`config.mk`:
```
export PLATFORM = sky130hd
export DESIGN_NAME = lsu_ctrl_flat
export DESIGN_NICKNAME = d
export VERILOG_FILES = /design/src/rtl/lsu_ctrl_if.sv /design/src/rtl/lsu_ctrl.sv /design/src/flat_wrapper.sv
export SDC_FILE = /design/constraint.sdc
export NUM_CORES = 1
export LEC_CHECK = 0
export CAP_MARGIN = 20
export CELL_PAD_IN_SITES_DETAIL_PLACEMENT = 0
export CELL_PAD_IN_SITES_GLOBAL_PLACEMENT = 1
export CORE_ASPECT_RATIO = 2
export CORE_MARGIN = 3
export CORE_UTILIZATION = 43
export CTS_BUF_LIST = sky130_fd_sc_hd__clkbuf_8
export CTS_CLUSTER_DIAMETER = 100
export DETAILED_ROUTE_END_ITERATION = 6
export GPL_TIMING_DRIVEN = 0
export MAX_ROUTING_LAYER = met4
export PLACE_DENSITY_LB_ADDON = 0.25
export SLEW_MARGIN = 20
export SYNTH_ARGS = -nofsm -noshare
export SYNTH_HDL_FRONTEND = slang
export SYNTH_SLANG_ARGS = --single-unit
```
`constraint.sdc`:
```
create_clock -name clk -period 7.05 [get_ports clk]
set_clock_uncertainty 0.1 [all_clocks]
set_input_delay 1.0575 -clock clk [delete_from_list [all_inputs] [get_ports clk]]
set_output_delay 1.0575 -clock clk [all_outputs]
set_load 0.05 [all_outputs]
```
`src/rtl/lsu_ctrl_if.sv`:
```
// Bundle of pipeline request/response and load/store datapath signals for lsu_ctrl.
// slave = the controller, master = the pipeline plus datapath side.
interface lsu_ctrl_if;
    logic        req_valid;
    logic        req_ready;
    logic        req_we;
    logic [1:0]  req_size;
    logic        req_unsigned;
    logic [31:0] req_addr;
    logic [31:0] req_wdata;
    logic        rsp_valid;
    logic [31:0] rsp_rdata;
    logic        rsp_err;
    logic        lsu_read;
    logic        lsu_write;
    logic        lsu_mem;
    logic        lsu_uart;
    logic [31:0] lsu_addr;
    logic [31:0] lsu_wdata;
    logic [31:0] lsu_rdata;
    logic        lsu_get;
    logic        tx_full;

    modport slave (
        input  req_valid, req_we, req_size, req_unsigned, req_addr, req_wdata,
        input  lsu_rdata, lsu_get, tx_full,
        output req_ready, rsp_valid, rsp_rdata, rsp_err,
        output lsu_read, lsu_write, lsu_mem, lsu_uart, lsu_addr, lsu_wdata
    );

    modport master (
        output req_valid, req_we, req_size, req_unsigned, req_addr, req_wdata,
        output lsu_rdata, lsu_get, tx_full,
        input  req_ready, rsp_valid, rsp_rdata, rsp_err,
        input  lsu_read, lsu_write, lsu_mem, lsu_uart, lsu_addr, lsu_wdata
    );
endinterface

```
`src/rtl/lsu_ctrl.sv`:
```
// Load/store sequencer: decodes one request at a time onto the 1 KB word memory or UART window,
// does read-modify-write for sub-word stores. Define LSU_TIMEOUT_EN to bound the UART wait states.
module lsu_ctrl #(
    parameter int unsigned TIMEOUT_CYCLES = 1024
) (
    input  logic       clk,
    input  logic       rst_n,
    lsu_ctrl_if.slave  bus
);

    typedef enum logic [2:0] {
        S_IDLE, S_ACCESS, S_RMW_RD, S_RMW_WR, S_TX_WAIT, S_RX_WAIT, S_RESP
    } state_e;

    state_e      state_q, state_d;
    logic [1:0]  lane_q, lane_d;
    logic [1:0]  size_q, size_d;
    logic        uns_q, uns_d;
    logic        we_q, we_d;
    logic        err_q, err_d;
    logic [31:0] wdata_q, wdata_d;
    logic [31:0] data_q, data_d;
    logic        req_ready_q, req_ready_d;
    logic        rsp_valid_q, rsp_valid_d;
    logic        rsp_err_q, rsp_err_d;
    logic [31:0] rsp_rdata_q, rsp_rdata_d;
    logic        lsu_read_q, lsu_read_d;
    logic        lsu_write_q, lsu_write_d;
    logic        lsu_mem_q, lsu_mem_d;
    logic        lsu_uart_q, lsu_uart_d;
    logic [31:0] lsu_addr_q, lsu_addr_d;
    logic [31:0] lsu_wdata_q, lsu_wdata_d;
    logic        timed_out;

`ifdef LSU_TIMEOUT_EN
    localparam int unsigned CNT_W = $clog2(TIMEOUT_CYCLES + 1);
    logic [CNT_W-1:0] wait_cnt_q, wait_cnt_d;
    assign timed_out = (wait_cnt_q == CNT_W'(TIMEOUT_CYCLES - 1));
`else
    localparam int unsigned unused_timeout_cycles = TIMEOUT_CYCLES;
    assign timed_out = 1'b0;
`endif

    logic       is_mem, is_uart, misaligned, dec_err;
    logic [1:0] reg_sel;

    assign is_mem     = (bus.req_addr < 32'h0000_0400);
    assign is_uart    = (bus.req_addr[31:4] == 28'h000_0040);
    assign reg_sel    = bus.req_addr[3:2];
    assign misaligned = (bus.req_size == 2'd3)
                     || (bus.req_size == 2'd1 && bus.req_addr[0])
                     || (bus.req_size == 2'd2 && bus.req_addr[1:0] != 2'b00);
    assign dec_err    = !(is_mem || is_uart) || misaligned
                     || (is_uart && bus.req_size != 2'd2)
                     || (is_uart && bus.req_we && (reg_sel == 2'd1 || reg_sel == 2'd2));

    function automatic logic [31:0] load_extract(input logic [31:0] w, input logic [1:0] lane,
                                                 input logic [1:0] size, input logic uns);
        logic [7:0]  b;
        logic [15:0] h;
        logic [31:0] r;
        b = w[{lane, 3'b000} +: 8];
        h = w[{lane[1], 4'b0000} +: 16];
        case (size)
            2'd0:    r = {{24{b[7] & ~uns}}, b};
            2'd1:    r = {{16{h[15] & ~uns}}, h};
            default: r = w;
        endcase
        return r;
    endfunction

    function automatic logic [31:0] lane_merge(input logic [31:0] w, input logic [31:0] wd,
                                               input logic [1:0] lane, input logic [1:0] size);
        logic [31:0] r;
        r = w;
        if (size == 2'd0) r[{lane, 3'b000} +: 8]     = wd[7:0];
        else              r[{lane[1], 4'b0000} +: 16] = wd[15:0];
        return r;
    endfunction

    always_comb begin
        state_d     = state_q;
        lane_d      = lane_q;
        size_d      = size_q;
        uns_d       = uns_q;
        we_d        = we_q;
        err_d       = err_q;
        wdata_d     = wdata_q;
        data_d      = data_q;
        lsu_read_d  = 1'b0;
        lsu_write_d = 1'b0;
        lsu_mem_d   = 1'b0;
        lsu_uart_d  = 1'b0;
        lsu_addr_d  = lsu_addr_q;
        lsu_wdata_d = '0;
        rsp_valid_d = 1'b0;
        rsp_err_d   = 1'b0;
        rsp_rdata_d = '0;
`ifdef LSU_TIMEOUT_EN
        wait_cnt_d  = '0;
`endif
        case (state_q)
            S_IDLE: begin
                if (bus.req_valid) begin
                    lane_d     = bus.req_addr[1:0];
                    size_d     = bus.req_size;
                    uns_d      = bus.req_unsigned;
                    we_d       = bus.req_we;
                    wdata_d    = bus.req_wdata;
                    err_d      = dec_err;
                    data_d     = '0;
                    lsu_addr_d = is_mem ? {24'd0, bus.req_addr[9:2]} : bus.req_addr;
                    if (dec_err) begin
                        state_d = S_RESP;
                    end else if (is_mem) begin
                        lsu_mem_d = 1'b1;
                        if (bus.req_we && bus.req_size != 2'd2) begin
                            state_d    = S_RMW_RD;
                            lsu_read_d = 1'b1;
                        end else begin
                            state_d     = S_ACCESS;
                            lsu_read_d  = !bus.req_we;
                            lsu_write_d = bus.req_we;
                            lsu_wdata_d = bus.req_we ? bus.req_wdata : '0;
                        end
                    end else if (bus.req_we && reg_sel == 2'd0) begin
                        state_d = S_TX_WAIT;
                    end else if (!bus.req_we && reg_sel == 2'd1) begin
                        state_d    = S_RX_WAIT;
                        lsu_read_d = 1'b1;
                        lsu_uart_d = 1'b1;
                    end else begin
                        state_d     = S_ACCESS;
                        lsu_uart_d  = 1'b1;
                        lsu_read_d  = !bus.req_we;
                        lsu_write_d = bus.req_we;
                        lsu_wdata_d = bus.req_we ? bus.req_wdata : '0;
                    end
                end
            end
            S_ACCESS: begin
                // Word-sized UART reads pass through load_extract unchanged.
                if (!we_q) data_d = load_extract(bus.lsu_rdata, lane_q, size_q, uns_q);
                state_d = S_RESP;
            end
            S_RMW_RD: begin
                data_d      = bus.lsu_rdata;
                lsu_write_d = 1'b1;
                lsu_mem_d   = 1'b1;
                lsu_wdata_d = lane_merge(bus.lsu_rdata, wdata_q, lane_q, size_q);
                state_d     = S_RMW_WR;
            end
            S_RMW_WR: state_d = S_RESP;
            S_TX_WAIT: begin
                if (!bus.tx_full) begin
                    lsu_write_d = 1'b1;
                    lsu_uart_d  = 1'b1;
                    lsu_wdata_d = wdata_q;
                    state_d     = S_RESP;
                end else if (timed_out) begin
                    err_d   = 1'b1;
                    state_d = S_RESP;
                end else begin
`ifdef LSU_TIMEOUT_EN
                    wait_cnt_d = wait_cnt_q + 1'b1;
`endif
                end
            end
            S_RX_WAIT: begin
                if (bus.lsu_get) begin
                    data_d  = bus.lsu_rdata;
                    state_d = S_RESP;
                end else if (timed_out) begin
                    err_d   = 1'b1;
                    data_d  = '0;
                    state_d = S_RESP;
                end else begin
                    lsu_read_d = 1'b1;
                    lsu_uart_d = 1'b1;
`ifdef LSU_TIMEOUT_EN
                    wait_cnt_d = wait_cnt_q + 1'b1;
`endif
                end
            end
            S_RESP: begin
                rsp_valid_d = 1'b1;
                rsp_err_d   = err_q;
                rsp_rdata_d = (we_q || err_q) ? '0 : data_q;
                state_d     = S_IDLE;
            end
            default: state_d = S_IDLE;
        endcase
        req_ready_d = (state_d == S_IDLE);
    end

    always_ff @(posedge clk or negedge rst_n) begin
        if (!rst_n) begin
            state_q     <= S_IDLE;
            lane_q      <= '0;
            size_q      <= '0;
            uns_q       <= 1'b0;
            we_q        <= 1'b0;
            err_q       <= 1'b0;
            wdata_q     <= '0;
            data_q      <= '0;
            req_ready_q <= 1'b1;
            rsp_valid_q <= 1'b0;
            rsp_err_q   <= 1'b0;
            rsp_rdata_q <= '0;
            lsu_read_q  <= 1'b0;
            lsu_write_q <= 1'b0;
            lsu_mem_q   <= 1'b0;
            lsu_uart_q  <= 1'b0;
            lsu_addr_q  <= '0;
            lsu_wdata_q <= '0;
`ifdef LSU_TIMEOUT_EN
            wait_cnt_q  <= '0;
`endif
        end else begin
            state_q     <= state_d;
            lane_q      <= lane_d;
            size_q      <= size_d;
            uns_q       <= uns_d;
            we_q        <= we_d;
            err_q       <= err_d;
            wdata_q     <= wdata_d;
            data_q      <= data_d;
            req_ready_q <= req_ready_d;
            rsp_valid_q <= rsp_valid_d;
            rsp_err_q   <= rsp_err_d;
            rsp_rdata_q <= rsp_rdata_d;
            lsu_read_q  <= lsu_read_d;
            lsu_write_q <= lsu_write_d;
            lsu_mem_q   <= lsu_mem_d;
            lsu_uart_q  <= lsu_uart_d;
            lsu_addr_q  <= lsu_addr_d;
            lsu_wdata_q <= lsu_wdata_d;
`ifdef LSU_TIMEOUT_EN
            wait_cnt_q  <= wait_cnt_d;
`endif
        end
    end

    assign bus.req_ready = req_ready_q;
    assign bus.rsp_valid = rsp_valid_q;
    assign bus.rsp_err   = rsp_err_q;
    assign bus.rsp_rdata = rsp_rdata_q;
    assign bus.lsu_read  = lsu_read_q;
    assign bus.lsu_write = lsu_write_q;
    assign bus.lsu_mem   = lsu_mem_q;
    assign bus.lsu_uart  = lsu_uart_q;
    assign bus.lsu_addr  = lsu_addr_q;
    assign bus.lsu_wdata = lsu_wdata_q;

endmodule

```
`src/flat_wrapper.sv`:
```
// flat-port wrapper written by rule: the top's interface ports become plain ports
module lsu_ctrl_flat 
#(
    parameter int unsigned TIMEOUT_CYCLES = 1024
)
  (clk, rst_n, bus_req_valid, bus_req_we, bus_req_size, bus_req_unsigned, bus_req_addr, bus_req_wdata, bus_lsu_rdata, bus_lsu_get, bus_tx_full, bus_req_ready, bus_rsp_valid, bus_rsp_rdata, bus_rsp_err, bus_lsu_read, bus_lsu_write, bus_lsu_mem, bus_lsu_uart, bus_lsu_addr, bus_lsu_wdata);
  lsu_ctrl_if bus_i ();
  input  logic clk;
  input  logic rst_n;
  input wire logic [$bits(bus_i.req_valid)-1:0] bus_req_valid;
  input wire logic [$bits(bus_i.req_we)-1:0] bus_req_we;
  input wire logic [$bits(bus_i.req_size)-1:0] bus_req_size;
  input wire logic [$bits(bus_i.req_unsigned)-1:0] bus_req_unsigned;
  input wire logic [$bits(bus_i.req_addr)-1:0] bus_req_addr;
  input wire logic [$bits(bus_i.req_wdata)-1:0] bus_req_wdata;
  input wire logic [$bits(bus_i.lsu_rdata)-1:0] bus_lsu_rdata;
  input wire logic [$bits(bus_i.lsu_get)-1:0] bus_lsu_get;
  input wire logic [$bits(bus_i.tx_full)-1:0] bus_tx_full;
  output wire logic [$bits(bus_i.req_ready)-1:0] bus_req_ready;
  output wire logic [$bits(bus_i.rsp_valid)-1:0] bus_rsp_valid;
  output wire logic [$bits(bus_i.rsp_rdata)-1:0] bus_rsp_rdata;
  output wire logic [$bits(bus_i.rsp_err)-1:0] bus_rsp_err;
  output wire logic [$bits(bus_i.lsu_read)-1:0] bus_lsu_read;
  output wire logic [$bits(bus_i.lsu_write)-1:0] bus_lsu_write;
  output wire logic [$bits(bus_i.lsu_mem)-1:0] bus_lsu_mem;
  output wire logic [$bits(bus_i.lsu_uart)-1:0] bus_lsu_uart;
  output wire logic [$bits(bus_i.lsu_addr)-1:0] bus_lsu_addr;
  output wire logic [$bits(bus_i.lsu_wdata)-1:0] bus_lsu_wdata;
  assign bus_i.req_valid = bus_req_valid;
  assign bus_i.req_we = bus_req_we;
  assign bus_i.req_size = bus_req_size;
  assign bus_i.req_unsigned = bus_req_unsigned;
  assign bus_i.req_addr = bus_req_addr;
  assign bus_i.req_wdata = bus_req_wdata;
  assign bus_i.lsu_rdata = bus_lsu_rdata;
  assign bus_i.lsu_get = bus_lsu_get;
  assign bus_i.tx_full = bus_tx_full;
  assign bus_req_ready = bus_i.req_ready;
  assign bus_rsp_valid = bus_i.rsp_valid;
  assign bus_rsp_rdata = bus_i.rsp_rdata;
  assign bus_rsp_err = bus_i.rsp_err;
  assign bus_lsu_read = bus_i.lsu_read;
  assign bus_lsu_write = bus_i.lsu_write;
  assign bus_lsu_mem = bus_i.lsu_mem;
  assign bus_lsu_uart = bus_i.lsu_uart;
  assign bus_lsu_addr = bus_i.lsu_addr;
  assign bus_lsu_wdata = bus_i.lsu_wdata;
  lsu_ctrl #(.TIMEOUT_CYCLES(TIMEOUT_CYCLES)) u_core (.clk(clk), .rst_n(rst_n), .bus(bus_i));
endmodule
```
# ---- Yosys cells after proc, flatten, opt, wreduce, memory -nomap -nowiden
# Index checks and enable logic that the tools add are counted.
dict set report word_totals {
  elab_cells 130
  input_bits 105
  ff_bits 177
  output_inout_bits 103
}
dict set report classes {
  n_mux 56
  bitwise_logic 3
  magnitude_cmp 1
  n_reduce_logical 27
  shift 6
  eq_ne 17
  add_sub_neg 2
}
# cell n
set ops {}
lappend ops {{32-bit 2-to-1 mux} 15}
lappend ops {{32-bit case mux with 4 select lines} 1}
lappend ops {{32-bit case mux with 3 select lines} 1}
lappend ops {{32-bit bitwise mux} 2}
lappend ops {{32-bit case mux with 2 select lines} 1}
lappend ops {{32-bit by 11-bit < comparator with 1-bit output, second input constant} 1}
lappend ops {{16-bit by 7-bit variable shift with 32-bit output, first input constant} 1}
lappend ops {{8-bit by 7-bit variable shift with 32-bit output, first input constant} 1}
lappend ops {{16-bit by 7-bit indexed part select with 32-bit output} 1}
lappend ops {{32-bit by 6-bit indexed part select with 16-bit output} 1}
lappend ops {{32-bit by 6-bit indexed part select with 8-bit output} 1}
lappend ops {{8-bit by 7-bit indexed part select with 32-bit output} 1}
lappend ops {{28-bit by 7-bit == test with 1-bit output, second input constant} 1}
lappend ops {{1-bit 2-to-1 mux} 23}
lappend ops {{3-bit 2-to-1 mux} 7}
lappend ops {{3-bit case mux with 5 select lines} 1}
lappend ops {{5-bit negator with 7-bit output} 2}
lappend ops {{3-bit == test, second input constant} 3}
lappend ops {{1-bit logical AND} 8}
lappend ops {{1-bit logical OR} 8}
lappend ops {{2-bit inequality test, second input constant} 4}
lappend ops {{2-bit by 1-bit == test with 1-bit output, second input constant} 3}
lappend ops {{2-bit == test, second input constant} 3}
lappend ops {{3-bit by 2-bit == test with 1-bit output, second input constant} 2}
lappend ops {{other kinds (14)} 20}

# ---- Longest topological paths before layout
# Gate-level depths: netlist (run 1).
dict set report logic_depth {
  word_depth 11
  ltp_mapped 10
}

# ---- Least setup slack after synthesis (run 1)
# No wires, ideal clock.
dict set report synth_path {
  kind {in2reg}
  from {in bus_req_addr[3]}
  to {reg u_core.lsu_wdata_q[19], in the netlist u_core.bus.lsu_wdata[19]}
  required_ps 6824
  setup_ps 126
  arrival_ps 2542
  cell_stages 9
  slack_ps 4282
  path_cell_list {inv_1 > ha_1 > nand2_1 > a31oi_1 > nor4_4 > and4_1 > buf_2 > buf_4 > a221o_1}
}
dict set report synth_between {
  elab_chain_len 9
  word_cells_on_any_way 19
}
# element line_no
set synth_rtl {}
lappend synth_rtl {{start: declaration} flat_wrapper.sv:14} ;# input wire logic [$bits(bus_i.req_addr)-1:0] bus_req_addr;
lappend synth_rtl {{32-bit by 11-bit < comparator with 1-bit output} lsu_ctrl.sv:47} ;# assign is_mem = (bus.req_addr < 32'h0000_0400);
lappend synth_rtl {{1-bit logical OR} lsu_ctrl.sv:53} ;# assign dec_err = !(is_mem || is_uart) || misaligned
lappend synth_rtl {{1-bit zero test} lsu_ctrl.sv:53}
lappend synth_rtl {{1-bit logical OR} lsu_ctrl.sv:53}
lappend synth_rtl {{1-bit logical OR} lsu_ctrl.sv:54} ;# || (is_uart && bus.req_size != 2'd2)
lappend synth_rtl {{1-bit logical OR} lsu_ctrl.sv:55} ;# || (is_uart && bus.req_we && (reg_sel == 2'd1 || reg_sel == 2'd2));
lappend synth_rtl {{32-bit 2-to-1 mux (*)} lsu_ctrl.sv:113} ;# if (dec_err) begin
lappend synth_rtl {{32-bit 2-to-1 mux (*)} lsu_ctrl.sv:104} ;# if (bus.req_valid) begin
lappend synth_rtl {{32-bit case mux with 3 select lines (*)} lsu_ctrl.sv:102} ;# case (state_q)
lappend synth_rtl {{named net u_core.lsu_wdata_d[19]} lsu_ctrl.sv:32} ;# logic [31:0] lsu_wdata_q, lsu_wdata_d;
lappend synth_rtl {{end signal: assignment} lsu_ctrl.sv:237} ;# lsu_wdata_q <= lsu_wdata_d;
lappend synth_rtl {{end: declaration} lsu_ctrl.sv:32}
# Mark *: on every way through the listed nets, which the timed path passes. The rest lies on a longest branch.
# A chain may end at the register's enable or synchronous reset.

# ---- Worst setup path after layout (run 1)
dict set report layout_path {
  from {reg u_core.lane_q[1]}
  to {reg u_core.lsu_wdata_q[27], in the netlist u_core.bus.lsu_wdata[27]}
}
dict set report layout_between {
  elab_chain_len 5
  word_cells_on_any_way 10
}
# element line_no
set layout_rtl {}
lappend layout_rtl {{start: declaration} lsu_ctrl.sv:16} ;# logic [1:0] lane_q, lane_d;
lappend layout_rtl {{start signal: assignment} lsu_ctrl.sv:221} ;# lane_q <= lane_d;
lappend layout_rtl {{5-bit negator with 7-bit output, on equally long branches} {lsu_ctrl.sv:77, lsu_ctrl.sv:76}}
lappend layout_rtl {{16-bit by 7-bit indexed part select with 32-bit output (tied with other cells)} lsu_ctrl.sv:77} ;# else r[{lane[1], 4'b0000} +: 16] = wd[15:0];
lappend layout_rtl {{32-bit bitwise mux, on equally long branches} {lsu_ctrl.sv:77, lsu_ctrl.sv:76}}
lappend layout_rtl {{32-bit 2-to-1 mux (*)} lsu_ctrl.sv:76} ;# if (size == 2'd0) r[{lane, 3'b000} +: 8] = wd[7:0];
lappend layout_rtl {{32-bit case mux with 3 select lines (*)} lsu_ctrl.sv:102}
lappend layout_rtl {{named net u_core.lsu_wdata_d[27]} lsu_ctrl.sv:32}
# Marked as above.

==> metrics.cfg, run 1 <==
[power_and_ir_drop]
p_leak_nw = 4.65
p_per_area_nw_per_um2 = 452
vdd_drop_max_mv = 0.361
power_mw = 4.97

[critical_path]
start_kind = flip-flop
cp.required_ps = 7310
end_kind = flip-flop
cpMostUsedCell = clkbuf_1
critPathSlowestCell = dfrtp_1
cp_cell_sequence = buf_2, clkbuf_1, inv_1, ha_1, and4b_1, clkbuf_1, a222oi_1, nor2_1, a221o_1
crit_arrival_ps = 3710
critical_path.max_fanout = 10
critPathKind = reg -> reg
slowest_delay_ps = 460

[finish]
fin_cells = 1186
layout_common_cells = 206 x clkdlybuf4s50_1, 176 x dfrtp_1, 64 x nor2_1
area_delta_synth_final_pct = 34.7
antenna_cells = 0
fill_cells = 1560
final_common_cell = clkdlybuf4s50_1
drive_above_1_share = 0.158
nNetsFinal = 1033

[timing]
grt_setup_unrepaired = false
fin_crit_sh = 0.489
max-slew-margin-rel = 0.359
drv_slew = 0
setup_viol = 0
hold_viol_final = 0
clock.fmax_mhz = 290
setup_tns_ps = 0
tightestPinTransition_ps = 953
fin_crit_ps = 3450

[clocking]
clk_pin_slew_ps = 100
root_buffer = clkbuf_8
cts_buffer_depth = 2
ctsResizeCount = 0
holdBufCountCts = 0
post_cts_buffers = 0
cts_buffers = 17
h-tree-depth = 4
cts_sinks = 177
clkLatencyLatePin_ps = 470
cts_tree = built

[route]
postRouteAntennaNets = 0
drc = 0
vias = 6777
drt-initial-drc-count = 526
routed_wl_um = 26800
routedWlPerCell_um = 22.6
viasPerCell = 5.71
dr.pass1.iters = 7

[synth]
synthMuxAreaShare = 0.120
synth_area_leaders = dfrtp_1 54%, mux2_2 8.4%, a221o_1 2.9%, nor2_1 2.9%, and2_1 2.5%
yosysSeqAreaShare = 0.543
synthAdderAreaFrac = 0.0107
synth_edf_count = 0
synth_area_um2 = 8160
synth_simple_gate_area_frac = 0.109
ys_types = 62
synth_top_area_cell = dfrtp_1
synth-compound-area-share = 0.184
ys_warn_count = 0
synth_top_area_share = 0.540
syn_nets = 805
syn_area_per_cell_um2 = 11.8
synth_cells = 693
yosys_most_used_dff = dfrtp_1
synthArstFlopShare = 1.00
synth-seq-cells = 177
synth_xor_area_frac = 0
synth_top_family_by_area = compound AO/OA/AOI/OAI gates

[run]
cap_viol_max_count = 0

[placement]
routabilityCongestion = 0.950
hpwl_um = 21300
placed_cells = 1154
io_buffers = 207

[floorplan]
core-area_um2 = 18500
rows = 70
die_w_um = 103
start_util = 0.442
top_level_ports = 208
die_area_um2 = 20800
die_h_um = 201

[grt]
grt_max_degree = 95
grt_usage = 0.274
antenna_found_initial = 0
grt_pass1_vias = 7126
grt_pass1_wl_um = 41300
gr-total-overflow = 0

[outcome]
run_status = completed

[hold_path]
min_path_type = reg -> reg

[path summary, 6_finish.rpt]
kind	cells past startpoint	from	slack, ps	endpoint
worst min register to register	1	u_core.data_q[9]$_DFFE_PN0P_	380	u_core.bus.rsp_rdata[9]$_DFF_PN0_
worst min-delay path	1	u_core.data_q[9]$_DFFE_PN0P_	380	u_core.bus.rsp_rdata[9]$_DFF_PN0_
max in group asynchronous	2	rst_n	5500	u_core.bus.lsu_wdata[7]$_DFF_PN0_
worst max register to register	9	u_core.lane_q[1]$_DFFE_PN0P_	3600	u_core.bus.lsu_wdata[27]$_DFF_PN0_
worst max-delay path	9	u_core.lane_q[1]$_DFFE_PN0P_	3600	u_core.bus.lsu_wdata[27]$_DFF_PN0_
min in group asynchronous	1	rst_n	470	u_core.bus.rsp_rdata[24]$_DFF_PN0_
[final cells by class]
type / count / area (µm²) / area share
inverters: 15 / 56.3 / 0.00512
clock buffers: 18 / 248 / 0.0225
multi-input cells: 453 / 3480 / 0.316
repair buffers: 209 / 2110 / 0.192
plain buffers: 48 / 214 / 0.0195
flip-flops and latches: 177 / 4430 / 0.403
well taps: 252 / 315 / 0.0287
clock inverters: 14 / 145 / 0.0132
[sequential cells by signal, indices dropped and copies added, names as in the netlist, 2 cells and up]
register	cells
u_core.wdata_q	32
u_core.bus.lsu_addr	32
u_core.data_q	32
u_core.size_q	2
u_core.lane_q	2
u_core.state_q	3
u_core.bus.lsu_wdata	32
u_core.bus.rsp_rdata	32
[where the power goes]
group / internal [mW] / leakage, nW / switching [mW]
registers: 1.41 / 2.23 / 0.237
logic: 1.02 / 2.23 / 1.60
clock network: 0.302 / 0.202 / 0.401
total: 2.73 / 4.65 / 2.24
[critical path: cells and delay by family, from the launching register on]
kind,cells,cell delay [ps]
compound gates,2,740
flops,1,460
buf+inv,4,1230
fa+ha+maj,1,440
simple gates,2,360
[per-stage QoR]
step | util | hold slack [ps] | instance area, µm² | setup WS, ps
floorplan | - | 354 | 8160 | 4280
global placement | 0.571 | 364 | 10500 | -2070
detailed placement | 0.573 | 368 | 10600 | 3190
CTS | 0.595 | 389 | 11000 | 3650
global route | 0.595 | 401 | 11000 | 3400
finish | 0.595 | 380 | 11000 | 3600
[cells in the mapped netlist (2+ instances only)]
master	count
o22ai_1	8
o21a_1	2
and2_1	33
nand2b_1	7
a221o_1	24
a222oi_1	8
a21oi_1	26
mux2i_1	9
and3b_1	2
mux4_2	9
a21o_1	13
or3b_1	2
nor2b_1	6
nand4_1	2
a31oi_1	13
o31ai_1	2
inv_1	14
ha_1	7
o211ai_1	4
o221a_2	16
nor3_1	5
a221oi_1	7
o21ai_1	11
dfrtp_1	176
mux2_2	61
a22oi_1	20
a22o_1	11
nand3_1	2
clkbuf_1	28
buf_1	4
buf_2	12
nand2_1	33
nor2_1	64
o21ai_0	14
a211oi_1	2
and4_1	3
buf_4	3
nor4_1	6
[kinds of logic after synthesis]
logic type,Yosys count
AO/OA/AOI/OAI,192
flip-flops,177
AND/OR/NAND/NOR,175
multiplexers,79
buffers and inverters,63
adder cells (fa/ha/maj),7
[routing by layer]
metal	GRT usage	vias up	wire, µm
met5	-	-	0
met4	0.142	0	1480
met3	0.0459	66	1350
met2	0.491	308	15000
met1	0.273	3359	8940
li1	-	3044	-
Power figures use the tool's default switching activity.
==> run 2: changes to the inputs <==
Settings changed: CORE_UTILIZATION 43 to 40.
Clock period 7.05 ns to 3.2 ns, I/O delays scaled along.
==> metrics.cfg, run 2 (synthesis results as in run 1) <==
[critical_path]
critical_path.max_fanout = 19
crit_arrival_ps = 3170
end_kind = flip-flop
rrSetupSlack_ps = 290
start_kind = flip-flop
startpoint = u_core.lane_q[1]$_DFFE_PN0P_
critPathKind = reg -> reg
cp.required_ps = 3460
timing.rr.start = u_core.lane_q[1]$_DFFE_PN0P_

[timing]
fin_crit_ps = 2910
drv_slew = 0
max-slew-margin-rel = 0.326
fin_crit_sh = 0.909
grt_setup_unrepaired = false
setup_viol = 0
tightestPinTransition_ps = 1000
hold_viol_final = 0
clock.fmax_mhz = 344

[power_and_ir_drop]
vdd_drop_max_mv = 0.740
p_per_area_nw_per_um2 = 987
power_mw = 10.9
p_leak_nw = 4.66

[placement]
io_buffers = 207
routabilityCongestion = 1.00
dpl_cell_area_um2 = 10600
hpwl_um = 20100
placed_cells = 1163

[finish]
finish.instance_area_um2 = 11000
drive_above_1_share = 0.157
final_common_cell = clkdlybuf4s50_1
area_delta_synth_final_pct = 35.1
fin_cells = 1197
nNetsFinal = 1033
fill_cells = 1780
layout_common_cells = 206 x clkdlybuf4s50_1, 176 x dfrtp_1, 64 x nor2_1

[hold_path]
hp-start = u_core.data_q[6]$_DFFE_PN0P_
min_path_type = reg -> reg

[route]
drc = 0
vias = 6608
dr.pass1.iters = 5
viasPerCell = 5.52
routed_wl_um = 25500
postRouteAntennaNets = 0
routedWlPerCell_um = 21.3
drt-initial-drc-count = 406

[clocking]
clk_pin_slew_ps = 100
root_buffer = clkbuf_8
post_cts_buffers = 0
h-tree-depth = 4
cts_buffers = 17
ctsResizeCount = 0
cts_buffer_depth = 2
cts_sinks = 177
clkLatencyLatePin_ps = 470
cts_tree = built

[floorplan]
top_level_ports = 208
rows = 73
die_h_um = 208
die_w_um = 107
start_util = 0.408
core-area_um2 = 20000
die_area_um2 = 22300

[grt]
grt_usage = 0.242
use_met3 = 0.0503
grt_pass1_wl_um = 39500
grt_use_met2 = 0.425
top_usage_layer = met2
grt_pass1_vias = 6813
global_route.usage.met1 = 0.247
grt_max_degree = 99
gr-total-overflow = 0
antenna_found_initial = 1

[run]
cap_viol_max_count = 0

[outcome]
run_status = completed

run 2: timing repair:
action,4_1_cts,5_1_grt
endpoints found under the hold margin,96,0
endpoints found under the setup margin,5,0
hold buffers,1,0
run 2: report_power, final:
part	internal, mW	leakage, nW	switching, mW
registers	3.11	2.23	0.498
logic	2.24	2.23	3.44
clock network	0.726	0.203	0.866
total	6.07	4.66	4.80
run 2: per-layer routing:
layer	part of all wire	wire, µm
met1	0.34	8790
met2	0.55	14000
met3	0.053	1360
met4	0.056	1430
met5	0	0
run 2: final timing paths:
path                                                 endpoint  cells past startpoint
setup / recovery           u_core.bus.lsu_wdata[29]$_DFF_PN0_                      8
max in group asynchronous  u_core.bus.lsu_wdata[27]$_DFF_PN0_                      3
setup reg to reg           u_core.bus.lsu_wdata[29]$_DFF_PN0_                      8
hold / removal              u_core.bus.rsp_rdata[6]$_DFF_PN0_                      1
hold reg to reg             u_core.bus.rsp_rdata[6]$_DFF_PN0_                      1
min in group asynchronous  u_core.bus.rsp_rdata[24]$_DFF_PN0_                      2
run 2: layout make-up:
class	instances	area, µm²	share of cell area
Inverter	15	56.3	0.00511
Timing Repair Buffer	210	2120	0.192
Sequential cell	177	4430	0.402
Clock inverter	14	156	0.0142
Antenna cell	1	2.50	0.000227
Multi-Input combinational cell	453	3470	0.315
Buffer	47	210	0.0191
Clock buffer	18	248	0.0225
Tap cell	262	328	0.0297
run 2: per-stage QoR:
step	setup slack, ps	util	hold WS [ps]	TNS, ps
2_1_floorplan	592	-	84.4	0
3_3_place_gp	-5680	0.528	362	-999860
3_5_place_dp	-99.3	0.530	362	-1140
4_1_cts	281	0.551	383	0
5_1_grt	73.3	0.551	400	0
6_report	291	0.551	380	0
run 2: critical path: stages, from the launching register on:
cell	delay (ps)
dfrtp_1	460
buf_2	390
inv_1	220
ha_1	390
and4b_1	220
clkbuf_1	200
a222oi_1	430
nor2_1	110
a221o_1	280
